<file path="src/rtl/fpu_ret_collect.sv">
// FP retire-tag collector: merges up to three lane retirements per cycle into
// an in-order circular queue drained by the retire unit, one entry per cycle.
// Optional build macro FPRET_STICKY_EN accumulates popped exception flags into
// fpcsr_sticky; without it fpcsr_sticky is tied to zero.
module fpu_ret_collect #(
  parameter int unsigned DEPTH = 8
) (
  input  logic        clk,
  input  logic        rst,
  input  logic [13:0] u1_ret,
  input  logic [13:0] u3_ret,
  input  logic [13:0] u5_ret,
  input  logic        u1_ret_en,
  input  logic        u3_ret_en,
  input  logic        u5_ret_en,
  input  logic [5:0]  FOOFL0,
  input  logic [5:0]  FOOFL1,
  input  logic [5:0]  FOOFL2,
  output logic        in_stall,
  output logic        out_valid,
  output logic [13:0] out_ret,
  output logic [5:0]  out_flags,
  input  logic        out_ready,
  input  logic        sticky_clr,
  output logic [5:0]  fpcsr_sticky,
  output logic        ovf
);

  localparam int unsigned PW = $clog2(DEPTH);
  localparam int unsigned CW = PW + 1;
  localparam int unsigned EW = 20;

  logic [EW-1:0] mem_q [DEPTH];
  logic [EW-1:0] mem_d [DEPTH];
  logic [PW-1:0] wr_ptr_q, wr_ptr_d;
  logic [PW-1:0] rd_ptr_q, rd_ptr_d;
  logic [CW-1:0] count_q, count_d;
  logic          ovf_q, ovf_d;

  logic [2:0]    lane_en;
  logic [EW-1:0] lane_dat [3];
  logic [CW-1:0] space;
  logic [1:0]    n_push;
  logic [PW-1:0] wa;
  logic          drop;
  logic          pop_c;
  logic [EW-1:0] head;

  // Head of queue and status, all derived from registered pointers/count
  assign head      = mem_q[rd_ptr_q];
  assign out_valid = (count_q != '0);
  assign out_ret   = head[13:0];
  assign out_flags = head[19:14];
  assign in_stall  = (count_q > CW'(DEPTH - 3));
  assign ovf       = ovf_q;
  assign pop_c     = out_valid && out_ready;

  // Pack lanes in fixed priority u1, u3, u5; excess beyond free space is dropped
  always_comb begin
    lane_en     = {u5_ret_en, u3_ret_en, u1_ret_en};
    lane_dat[0] = {FOOFL0, u1_ret};
    lane_dat[1] = {FOOFL1, u3_ret};
    lane_dat[2] = {FOOFL2, u5_ret};
    space       = CW'(DEPTH) - count_q + CW'(pop_c);
    mem_d       = mem_q;
    n_push      = '0;
    drop        = 1'b0;
    wa          = wr_ptr_q;
    for (int i = 0; i < 3; i++) begin
      if (lane_en[i]) begin
        if (CW'(n_push) < space) begin
          wa        = wr_ptr_q + PW'(n_push);
          mem_d[wa] = lane_dat[i];
          n_push    = n_push + 2'd1;
        end else begin
          drop = 1'b1;
        end
      end
    end
    wr_ptr_d = wr_ptr_q + PW'(n_push);
    rd_ptr_d = rd_ptr_q + PW'(pop_c);
    count_d  = count_q + CW'(n_push) - CW'(pop_c);
    ovf_d    = ovf_q | drop;
  end

  // Pointer, occupancy and overflow state
  always_ff @(posedge clk or negedge rst) begin
    if (!rst) begin
      wr_ptr_q <= '0;
      rd_ptr_q <= '0;
      count_q  <= '0;
      ovf_q    <= 1'b0;
    end else begin
      wr_ptr_q <= wr_ptr_d;
      rd_ptr_q <= rd_ptr_d;
      count_q  <= count_d;
      ovf_q    <= ovf_d;
    end
  end

  // Entry storage; contents are meaningless while count is zero, so no reset
  always_ff @(posedge clk) begin
    mem_q <= mem_d;
  end

`ifdef FPRET_STICKY_EN
  logic [5:0] sticky_q, sticky_d;

  // Clear takes effect before the popped entry's flags are merged in
  always_comb begin
    sticky_d = sticky_clr ? 6'd0 : sticky_q;
    if (pop_c) begin
      sticky_d = sticky_d | out_flags;
    end
  end

  // Accumulated exception flags
  always_ff @(posedge clk or negedge rst) begin
    if (!rst) begin
      sticky_q <= '0;
    end else begin
      sticky_q <= sticky_d;
    end
  end

  assign fpcsr_sticky = sticky_q;
`else
  logic sticky_clr_unused;
  assign sticky_clr_unused = sticky_clr;
  assign fpcsr_sticky      = '0;
`endif

endmodule

</file>
<file path="config.mk">
export PLATFORM = sky130hd
export DESIGN_NAME = fpu_ret_collect
export DESIGN_NICKNAME = d
export VERILOG_FILES = /design/src/rtl/fpu_ret_collect.sv
export SDC_FILE = /design/constraint.sdc
export NUM_CORES = 1
export LEC_CHECK = 0
export CELL_PAD_IN_SITES_DETAIL_PLACEMENT = 0
export CELL_PAD_IN_SITES_GLOBAL_PLACEMENT = 2
export CORE_ASPECT_RATIO = 2
export CORE_MARGIN = 2
export CORE_UTILIZATION = 36
export CTS_BUF_LIST = sky130_fd_sc_hd__clkbuf_16
export CTS_CLUSTER_SIZE = 30
export DETAILED_ROUTE_END_ITERATION = 7
export PLACE_DENSITY = 0.77
export SLEW_MARGIN = 40
export SYNTH_ARGS = -nofsm -noshare
export SYNTH_HDL_FRONTEND = slang
export SYNTH_SLANG_ARGS = --single-unit
</file>
<file path="constraint.sdc">
create_clock -name clk -period 5.8 [get_ports clk]
set_clock_uncertainty 0.05 [all_clocks]
set_input_delay 0.58 -clock clk [delete_from_list [all_inputs] [get_ports clk]]
set_output_delay 0.58 -clock clk [all_outputs]
set_load 0.01 [all_outputs]
</file>
Word-level counts from Yosys, hierarchy flattened
Cells that the tools add are included.
Widths: inputs -> output; s select.
{ "classes": {"bitwise_logic": 5, "div": 0, "n_lt_le_gt_ge": 11, "shift": 0, "mul": 0, "reduce_logical": 5, "addsub": 10, "eq_ne": 0, "muxes": 30} }
{ "op_table": {"columns": ["op", "n"], "rows": [
  ["$mux 160", 6],
  ["$bwmux 160", 3],
  ["$demux 20 s3", 3],
  ["$mux 20", 5],
  ["$bmux 20 s3", 1],
  ["$ge 4x4->1 const B", 4],
  ["$not 3->4", 4],
  ["$lt 4x1->1 const B", 3],
  ["$add 3x2->3", 3],
  ["$lt 2x4->1", 2],
  ["$mux 1", 8],
  ["$mux 2", 4],
  ["$add 2x1->2 const B", 2],
  ["$add 4x1->4", 1],
  ["$add 4x2->4", 1],
  ["$gt 4x3->1 const B", 1],
  ["$logic_and 1x1->1", 4],
  ["$lt 1x4->1 const A", 1],
  ["$reduce_bool 4->1", 1],
  ["$sub 4x1->4", 1],
  ["$sub 4x4->4 const A", 1],
  ["$add 3x1->3", 1],
  ["$or 1x1->1", 1]
]} }
{ "word_totals": {"mem_bits_ro": 0, "mem_bits_rw": 0, "regBits": 171, "word_cells": 73, "latch_bits": 0, "in_bits": 67, "n_memories": 0} }

Longest topological paths before layout
Gate-level depths: netlist of run 1.
{ "logic_depth": {"depth_word": 18, "mapped_depth": 27, "depth_no_buf": 24} }

Least setup slack after synthesis of run 1
Ideal clock, no wire load.
{ "synth_path": {"path_kind": "register to register", "start": "reg count_q[3]", "end": "reg count_q[2]", "path_slack_ps": 895, "path_stages_with_launch": 25, "setup_time_ps": 123, "t_arrival_ps": 4732, "n_path_buf": 3, "t_required_ps": 5627, "cell_sequence": "dfrtp_1 inv_1 ha_1 nand3_1 nand2_1 ha_1 inv_1 ha_1 nor2b_1 buf_1 a21oi_1 ha_1 and2_1 o31a_1 o21ai_1 buf_2 buf_2 nand2_1 xnor2_1 ha_1 inv_1 ha_1 inv_1 fa_1 xnor2_1"} }
{ "synth_via": {"elab_chain_cells": 14, "elab_cells_between_ends": 17, "classes_between": "6 x add/sub; 3 x order compare; 6 x mux; 2 x reduce/logical"} }
{ "synth_lines": {"columns": ["item", "line_no", "text"], "rows": [
  ["start, declared", "37", "logic [CW-1:0] count_q, count_d;"],
  ["start signal, assigned", "96", "count_q <= count_d;"],
  ["$reduce_bool 4->1 (*)", "51", "assign out_valid = (count_q != '0);"],
  ["named net out_valid", "20", "output logic out_valid,"],
  ["$logic_and 1x1->1 (*)", "56", "assign pop_c = out_valid && out_ready;"],
  ["$add 4x1->4", "64", "space = CW'(DEPTH) - count_q + CW'(pop_c);"],
  ["$lt 1x4->1", "71", "if (CW'(n_push) < space) begin"],
  ["$mux 1", "71", null],
  ["$mux 1", "70", "if (lane_en[i]) begin"],
  ["$lt 2x4->1 / $add 2x1->2 (equally long branches)", "71, 74", null],
  ["$mux 2", "71", null],
  ["$mux 2", "70", null],
  ["$lt 2x4->1 / $add 2x1->2 (equally long branches)", "71, 74", null],
  ["$mux 2", "71", null],
  ["$mux 2", "70", null],
  ["$add 4x2->4", "82", "count_d = count_q + CW'(n_push) - CW'(pop_c);"],
  ["$sub 4x1->4 (*)", "82", null],
  ["named net count_d[2]", "37", null]
]} }
The timed path passes the listed nets; every way through them passes the cells marked *.

==> results of run 1 <==
synthesized netlist by cell type, types with 12 or more instances:
library cell and number:
ha_1 17, inv_1 20, dfxtp_1 160, nor3_1 12, nand2_1 14, clkbuf_1 84, buf_2 42, nand3_1 161
a221oi_1 147, o21ai_0 17, mux4_2 40, mux2_2 20, buf_1 40, nor2_1 173, and2_1 48, o31ai_1 150
nor2b_1 23
worst paths after layout:
kind,from,end,slack [ps],depth (start not counted)
setup / recovery,count_q[2]$_DFF_PN0_,mem_q[83]$_DFF_P_,630,22
min in group clk,ovf$_DFF_PN0_,ovf$_DFF_PN0_,420,1
hold / removal,rst,ovf$_DFF_PN0_,420,1
hold reg to reg,ovf$_DFF_PN0_,ovf$_DFF_PN0_,420,1
max in group asynchronous,rst,wr_ptr_q[2]$_DFF_PN0_,4900,1
setup reg to reg,count_q[2]$_DFF_PN0_,mem_q[83]$_DFF_P_,630,22
worst max-delay path, stage by stage (launching register included):
cell and delay (ps):
dfrtp_1 420, inv_1 100, ha_1 140, nand3_1 100
nand2_1 120, ha_1 190, inv_1 50, ha_1 180
nor3b_1 470, a31o_4 360, a21oi_1 150, ha_1 310
and2_1 190, nor2_1 260, inv_1 80, ha_1 200
fa_1 460, xnor2_1 330, nand2_1 150, nor2_2 180
and2_1 170, buf_4 240, o31ai_1 130
sequential cells by signal, indices dropped and copies added, names as in the netlist:
signal	flops
mem_q	160
count_q	4
rd_ptr_q	3
wr_ptr_q	3
ovf	1
layout by cell type, fill, tap and decap left out, drive strengths merged, types with 2 or more instances in the layout:
cell,netlist,layout
dfrtp,11,11
o31ai,160,160
clkbuf,85,18
a21oi,6,6
and2,48,48
nor3,12,12
nand3,161,161
ha,17,17
buf,95,72
conb,1,6
fa,3,3
nand2b,6,6
o21a,8,8
mux2,20,20
a221oi,157,157
mux4,40,40
o21ai,19,19
xnor2,5,5
nor2b,23,23
nor2,173,173
a211oi,7,7
inv,20,24
dfxtp,160,160
or2,2,2
clkinv,0,6
o211a,3,3
xor2,5,5
clkinvlp,0,2
clkdlybuf4s50,0,88
nand2,14,14
per-stage QoR:
step | total power, mW | instance area, um2
after floorplan | 6.10 | 11000
after global placement | 8.20 | 12200
after detailed placement | 8.33 | 12300
after CTS | 9.41 | 12800
after global routing | 10.1 | 12800
final | 9.58 | 12800
cell type report:
| class | count | area, um2 | share of cell area, % |
|---|---|---|---|
| repair buffers | 160 | 1470 | 11.4 |
| well taps | 368 | 460 | 3.59 |
| clock buffers | 18 | 450 | 3.51 |
| multi-input cells | 908 | 6840 | 53.3 |
| clock inverters | 12 | 61.3 | 0.477 |
| flip-flops and latches | 171 | 3480 | 27.1 |
| diodes | 1 | 2.50 | 0.0195 |
| inverters | 20 | 75.1 | 0.585 |
kinds of logic (layout without fill, tap and decap cells):
family / count (synthesis) / count (layout)
AND/OR/NAND/NOR: 442 / 442
buffers and inverters: 200 / 210
flip-flops: 171 / 171
multiplexers: 60 / 60
AO/OA/AOI/OAI: 369 / 369
XOR/XNOR: 10 / 10
other: 1 / 7
adder cells (fa/ha/maj): 21 / 21
layer usage:
layer,vias up,routed length (um)
met5,-,12
met1,5643,18500
met4,2,3710
met2,758,26700
met3,267,3840
li1,4870,-
power by group through the flow:
stage	registers, mW	clock network [mW]	logic, mW
6_report	2.36	1.07	6.16
5_1_grt	2.42	1.12	6.55
4_1_cts	2.34	1.07	5.99
3_5_place_dp	2.36	0	5.97
3_3_place_gp	2.35	0	5.84
2_1_floorplan	2.13	0	3.97
==> results.ini, run 1 <==
[power]
pwr-share-clk_pct = 11.1
combPwrFrac_pct = 64.3
power_frac_seq_pct = 24.6
p_per_area_nw_per_um2 = 746
leakagePower_nw = 4.56
p_switching_mw = 4.50
p_sw_share_pct = 46.9
ir_worst_vdd_mv = 0.355
power.internal_mw = 5.08

[yosys]
synth_largest_area_cell = dfxtp_1
synthCells = 1274
ys_seq_elements = 171
synthAdderAreaFrac_pct = 2.57
synth_simple_gate_area_share_pct = 19.0
ys_seq_area_share_pct = 31.6
synth_top_cells_by_area = dfxtp_1 (29%), a221oi_1 (12%), o31ai_1 (10%), mux4_2 (8.2%), nand3_1 (7.3%)
synthMuxAreaShare_pct = 10.2
synth_edf_count = 0
yosysUniqueCellTypes = 50
yosys_warnings = 0
avgSynthCellArea_um2 = 8.64
syn-cell-area_um2 = 11000
synth_top_family_by_area = compound AO/OA/AOI/OAI gates
synth_top_area_share_pct = 29.1
async_flop_share_pct = 6.43
synth_compound_area_share_pct = 28.0
synth-main-ff-cell = dfxtp_1
yosys.area_share.xor_xnor_pct = 0.796

[clocking]
path_clk_slew_ps = 60
numCtsBuffers = 17
clock-root-buffer = clkbuf_16
clockBufferDepth = 2
post_cts_buffers = 0
holdBufCountCts = 0
clock_latency_ps = 440
htreeDepth = 4
cts_tree = done
post_cts_resized = 0
cts.sinks = 171

[floorplanning]
die_w_um = 128
pin_count = 96
die_h_um = 251
rows = 90
core_area_um2 = 30200
die_area_um2 = 32100
start_util_pct = 36.5

[sta]
fin_ws_ps = 635
fin_tns_setup_ps = 0
hold_viol_final = 0
slew_violations = 0
rsz0062_at_grt = no
slew-limit-headroom_pct = 42.4
timing.final.crit_share_pct = 89.1
layout_min_cycle_time_ps = 5170
holdWs_ps = 417
setup_viol = 0
worst_slew_pin_slew_ps = 864
fmax_mhz = 194

[final_layout]
fin_util_pct = 42.6
syn2layout_area_growth_pct = 16.7
fin_cells = 1658
nNetsFinal = 1365
drive_gt1_share_pct = 16.8
fillers = 3022

[job]
maxCapViolCount = 0

[grt]
use_met2_pct = 56.7
globalRouteOverflowTotal = 0
grt_first_pass_wirelength_mm = 77.4
grt.total_usage_pct = 33.1
grtUsageMet3_pct = 6.09
antenna_found_initial = 2
grt_pass1_vias = 11600
use_met1_pct = 36.9
grt_max_degree = 169
busiest_layer = met2

[routing]
drtPass1Iterations = 6
wl_per_cell_um = 31.8
drc = 0
wl_mm = 52.7
vias_per_cell = 6.96
drt_iter0_drc = 1153
ant_nets = 0
vias = 11500

[place]
gp_congestion = 0.888
pre_cts_ws_ps = 440
io_buffers = 88
dp_cells = 1626
hpwl_mm = 33.8

[setup_path]
cp.required_ps = 6070
arrival_ps = 5430
worstSetupPathType = flop to flop
path_max_fanout = 13
startpoint_type = flop
end_kind = flop

[run_status]
status = complete, no violations

[worst_hold_path]
hold_path_class = input port to asynchronous set/reset pin

Power figures use the tool's default switching activity.
==> run 2: changes to the inputs <==
- ABC_AREA: default -> 1
- CORE_UTILIZATION: 36 -> 32
==> run 2 against run 1 <==
The run now ends with DRC left. Design area grew 2.8%. Largest power group unchanged. Critical path type unchanged. Fmax grew 8.3%. Combinational power is essentially flat.
==> results.ini, run 2 <==
[run_status]
status = complete, but fails checks
violations = DRC

[setup_path]
cp.buffers_inverters = 4  ; unchanged
end_kind = flop
worstSetupPathType = flop to flop
cp.required_ps = 6150  ; +80 ps
path_cells = inv_1, ha_1, nand3_1, nand2_1, ha_1, inv_1, ha_1, nor2_2, nand4_2, nand2_2, inv_4, ha_1, nand2_1, nand2_1, ha_1, fa_1, xnor2_1, nand2_1, nor2_2, buf_4, nand4_1, nand2_1
rr_worst_depth = 22  ; unchanged
cp.depth = 22  ; unchanged
reg2reg_setup_slack_ps = 1030  ; +390 ps
arrival_ps = 5120  ; -310 ps
timing.rr.end = mem_q[83]$_DFF_P_
endpoint = mem_q[83]$_DFF_P_
path_max_fanout = 14  ; +1
cpMaxStageDelayCell = nor2_2
slowest_delay_ps = 540  ; +70 ps
cp_top_family = simple AND/OR/NAND/NOR gates
cp-startpoint = count_q[2]$_DFF_PN0_
startpoint_type = flop
reg2reg_from = count_q[2]$_DFF_PN0_

[final_layout]
final_common_cell = nand2_1
reg_top3 = mem_q x160, count_q x4
final_cell_mix = nand2_1 (666), o21ai_1 (221), o21ai_0 (181), nand4_1 (161), dfxtp_1 (160)
nNetsFinal = 1987  ; +46%
regMostFlops = mem_q
largest_register_ffs = 160  ; unchanged
drive_gt1_share_pct = 5.49  ; -11 points
syn2layout_area_growth_pct = 11.3

[floorplanning]
die_area_um2 = 38700  ; +21%
core_area_um2 = 36500  ; +21%
start_util_pct = 32.5  ; -4.0 points
die_w_um = 140  ; +9.8%
pin_count = 96  ; unchanged
rows = 99  ; +10%
die_h_um = 276  ; +10%

[routing]
vias = 13200  ; +15%
vias_per_cell = 5.60  ; -20%
wl_mm = 54.9  ; +4.3%
wl_per_cell_um = 23.2  ; -27%
drtPass1Iterations = 8  ; +2
drc = 10  ; +10
ant_nets = 0  ; unchanged
drt_iter0_drc = 1135  ; -1.6%

[clocking]
path_clk_slew_ps = 70  ; about the same
clock-root-buffer = clkbuf_16
htreeDepth = 4  ; unchanged
numCtsBuffers = 17  ; unchanged
clockBufferDepth = 2  ; unchanged
post_cts_resized = 0  ; unchanged
cts_tree = done
holdBufCountCts = 0  ; unchanged
clock_latency_ps = 460  ; +20 ps
post_cts_buffers = 0  ; unchanged
cts.sinks = 171  ; unchanged

[sta]
fin_tns_setup_ps = 0  ; unchanged
slew-limit-headroom_pct = 40.1  ; -2.3 points
rsz0062_at_grt = no
slew_violations = 0  ; unchanged
fmax_mhz = 210  ; +8.3%
hold_viol_final = 0  ; unchanged
worst_slew_pin_slew_ps = 899  ; +34.3 ps
timing.final.crit_share_pct = 82.3  ; -6.8 points
fin_ws_ps = 1030  ; +394 ps
layout_min_cycle_time_ps = 4770  ; -394 ps
setup_viol = 0  ; unchanged

[power]
p_per_area_nw_per_um2 = 718  ; -3.7%
leakagePower_nw = 6.22  ; +36%
ir_worst_vdd_mv = 0.352  ; -0.77%

[yosys]
async_flop_share_pct = 6.43  ; unchanged
ys_seq_elements = 171  ; unchanged
synthCells = 1941  ; +52%
synth-main-ff-cell = dfxtp_1
synth_common_cells = nand2_1 (670), o21ai_1 (221), o21ai_0 (181)
synth_top_cells_by_area = dfxtp_1 (27%), nand2_1 (21%), o21ai_1 (9.3%), nand4_1 (8.5%), o21ai_0 (7.6%)
synth_largest_area_cell = dfxtp_1
synth_edf_count = 0  ; unchanged
avgSynthCellArea_um2 = 6.11  ; -29%
ys_seq_area_share_pct = 29.3  ; -2.3 points
yosysUniqueCellTypes = 36  ; -28%
syn-cell-area_um2 = 11900  ; +7.8%
synth_top_area_share_pct = 27.0  ; -2.1 points
yosys_warnings = 0  ; unchanged
synth_most_common_cell = nand2_1

[grt]
grt_max_degree = 86  ; -49%
grt_first_pass_wirelength_mm = 81.2  ; +4.9%
grt.total_usage_pct = 28.0  ; -5.1 points
globalRouteOverflowTotal = 0  ; unchanged
grt_pass1_vias = 12400  ; +6.9%
antenna_found_initial = 1  ; -1

[place]
pre_cts_ws_ps = 818  ; +377 ps
io_buffers = 88  ; unchanged
gp_congestion = 0.793  ; -11%
hpwl_mm = 31.0  ; -8.3%

[worst_hold_path]
hold_path_class = input port to asynchronous set/reset pin

[job]
maxCapViolCount = 0  ; unchanged

## run 2: changes by cell type in the layout (fill, tap and decap cells not counted), moves of 148 or more
cell and delta:
o21ai_1 +220, o31ai_1 -150, o21ai_0 +179, nand2_1 +652, nand4_1 +161, nand3_1 -148
## run 2: metal layers
layer	part of all wire, %	global-route usage (%)	vias up	routed length [um]
met3	5.6	2.91	137	3090
met2	51	50.3	564	27900
met4	4.5	12.9	0	2500
li1	-	-	6393	-
met1	39	33.2	6153	21500
met5	0	0	-	0
## run 2: how the worst min path moves through the flow
stage	slack (ps)	endpoint	cells past startpoint	start
6_report	430	ovf$_DFF_PN0_	1	rst
5_1_grt	450	rd_ptr_q[2]$_DFF_PN0_	1	rd_ptr_q[2]$_DFF_PN0_
4_1_cts	430	ovf$_DFF_PN0_	1	rst
3_5_place_dp	420	ovf$_DFF_PN0_	2	ovf$_DFF_PN0_
3_3_place_gp	410	rd_ptr_q[2]$_DFF_PN0_	1	rd_ptr_q[2]$_DFF_PN0_
2_1_floorplan	230	count_q[0]$_DFF_PN0_	0	rst
## run 2: cell type report
class | instances | area (um2)
inverter | 79 | 304
clock inverter | 13 | 138
multi-input combinational | 1507 | 7120
fill | 3973 | 23300
clock buffer | 17 | 425
timing repair buffer | 124 | 1170
sequential | 171 | 3480
tap | 454 | 568
antenna | 1 | 2.50
## run 2: per-stage QoR
stage	util [%]	hold slack [ps]	cells	area (um2)	power [mW]
floorplan	-	234	1946	11900	6.26
global placement	34.5	407	2335	12600	8.16
detailed placement	34.6	420	2335	12600	8.26
CTS	36.1	432	2365	13200	9.46
global route	36.1	448	2366	13200	10.3
finish	36.1	429	2366	13200	9.49
## run 2: cells by family (layout without fill, tap and decap cells)
family                     count (synthesis)  after routing  share of synthesized area, %
DFF                                      171            171                          29.3
and+or+nand+nor                         1030           1030                          37.1
buffers and inverters                    268            233                          11.3
other                                      1              7                        0.0316
AOI/OAI and AO/OA                        445            445                          19.4
adders and majority gates                 20             20                          2.30
xor gates and xnor gates                   6              6                         0.506
## run 2: worst reg2reg max path, cell delays in order (launching register included)
cell,delay [ps]
dfrtp_1,400
inv_1,100
ha_1,200
nand3_1,100
nand2_1,90
ha_1,180
inv_1,80
ha_1,250
nor2_2,150
nand4_2,140
nand2_2,100
inv_4,100
ha_1,280
nand2_1,80
nand2_1,140
ha_1,240
fa_1,400
xnor2_1,240
nand2_1,140
nor2_2,540
buf_4,440
nand4_1,140
nand2_1,110
## run 2: report_power, final
part	internal, mW	total, mW	switching, mW
Clock	0.661	1.19	0.527
Sequential	1.80	2.13	0.326
Combinational	2.02	6.17	4.15
Total	4.48	9.49	5.00
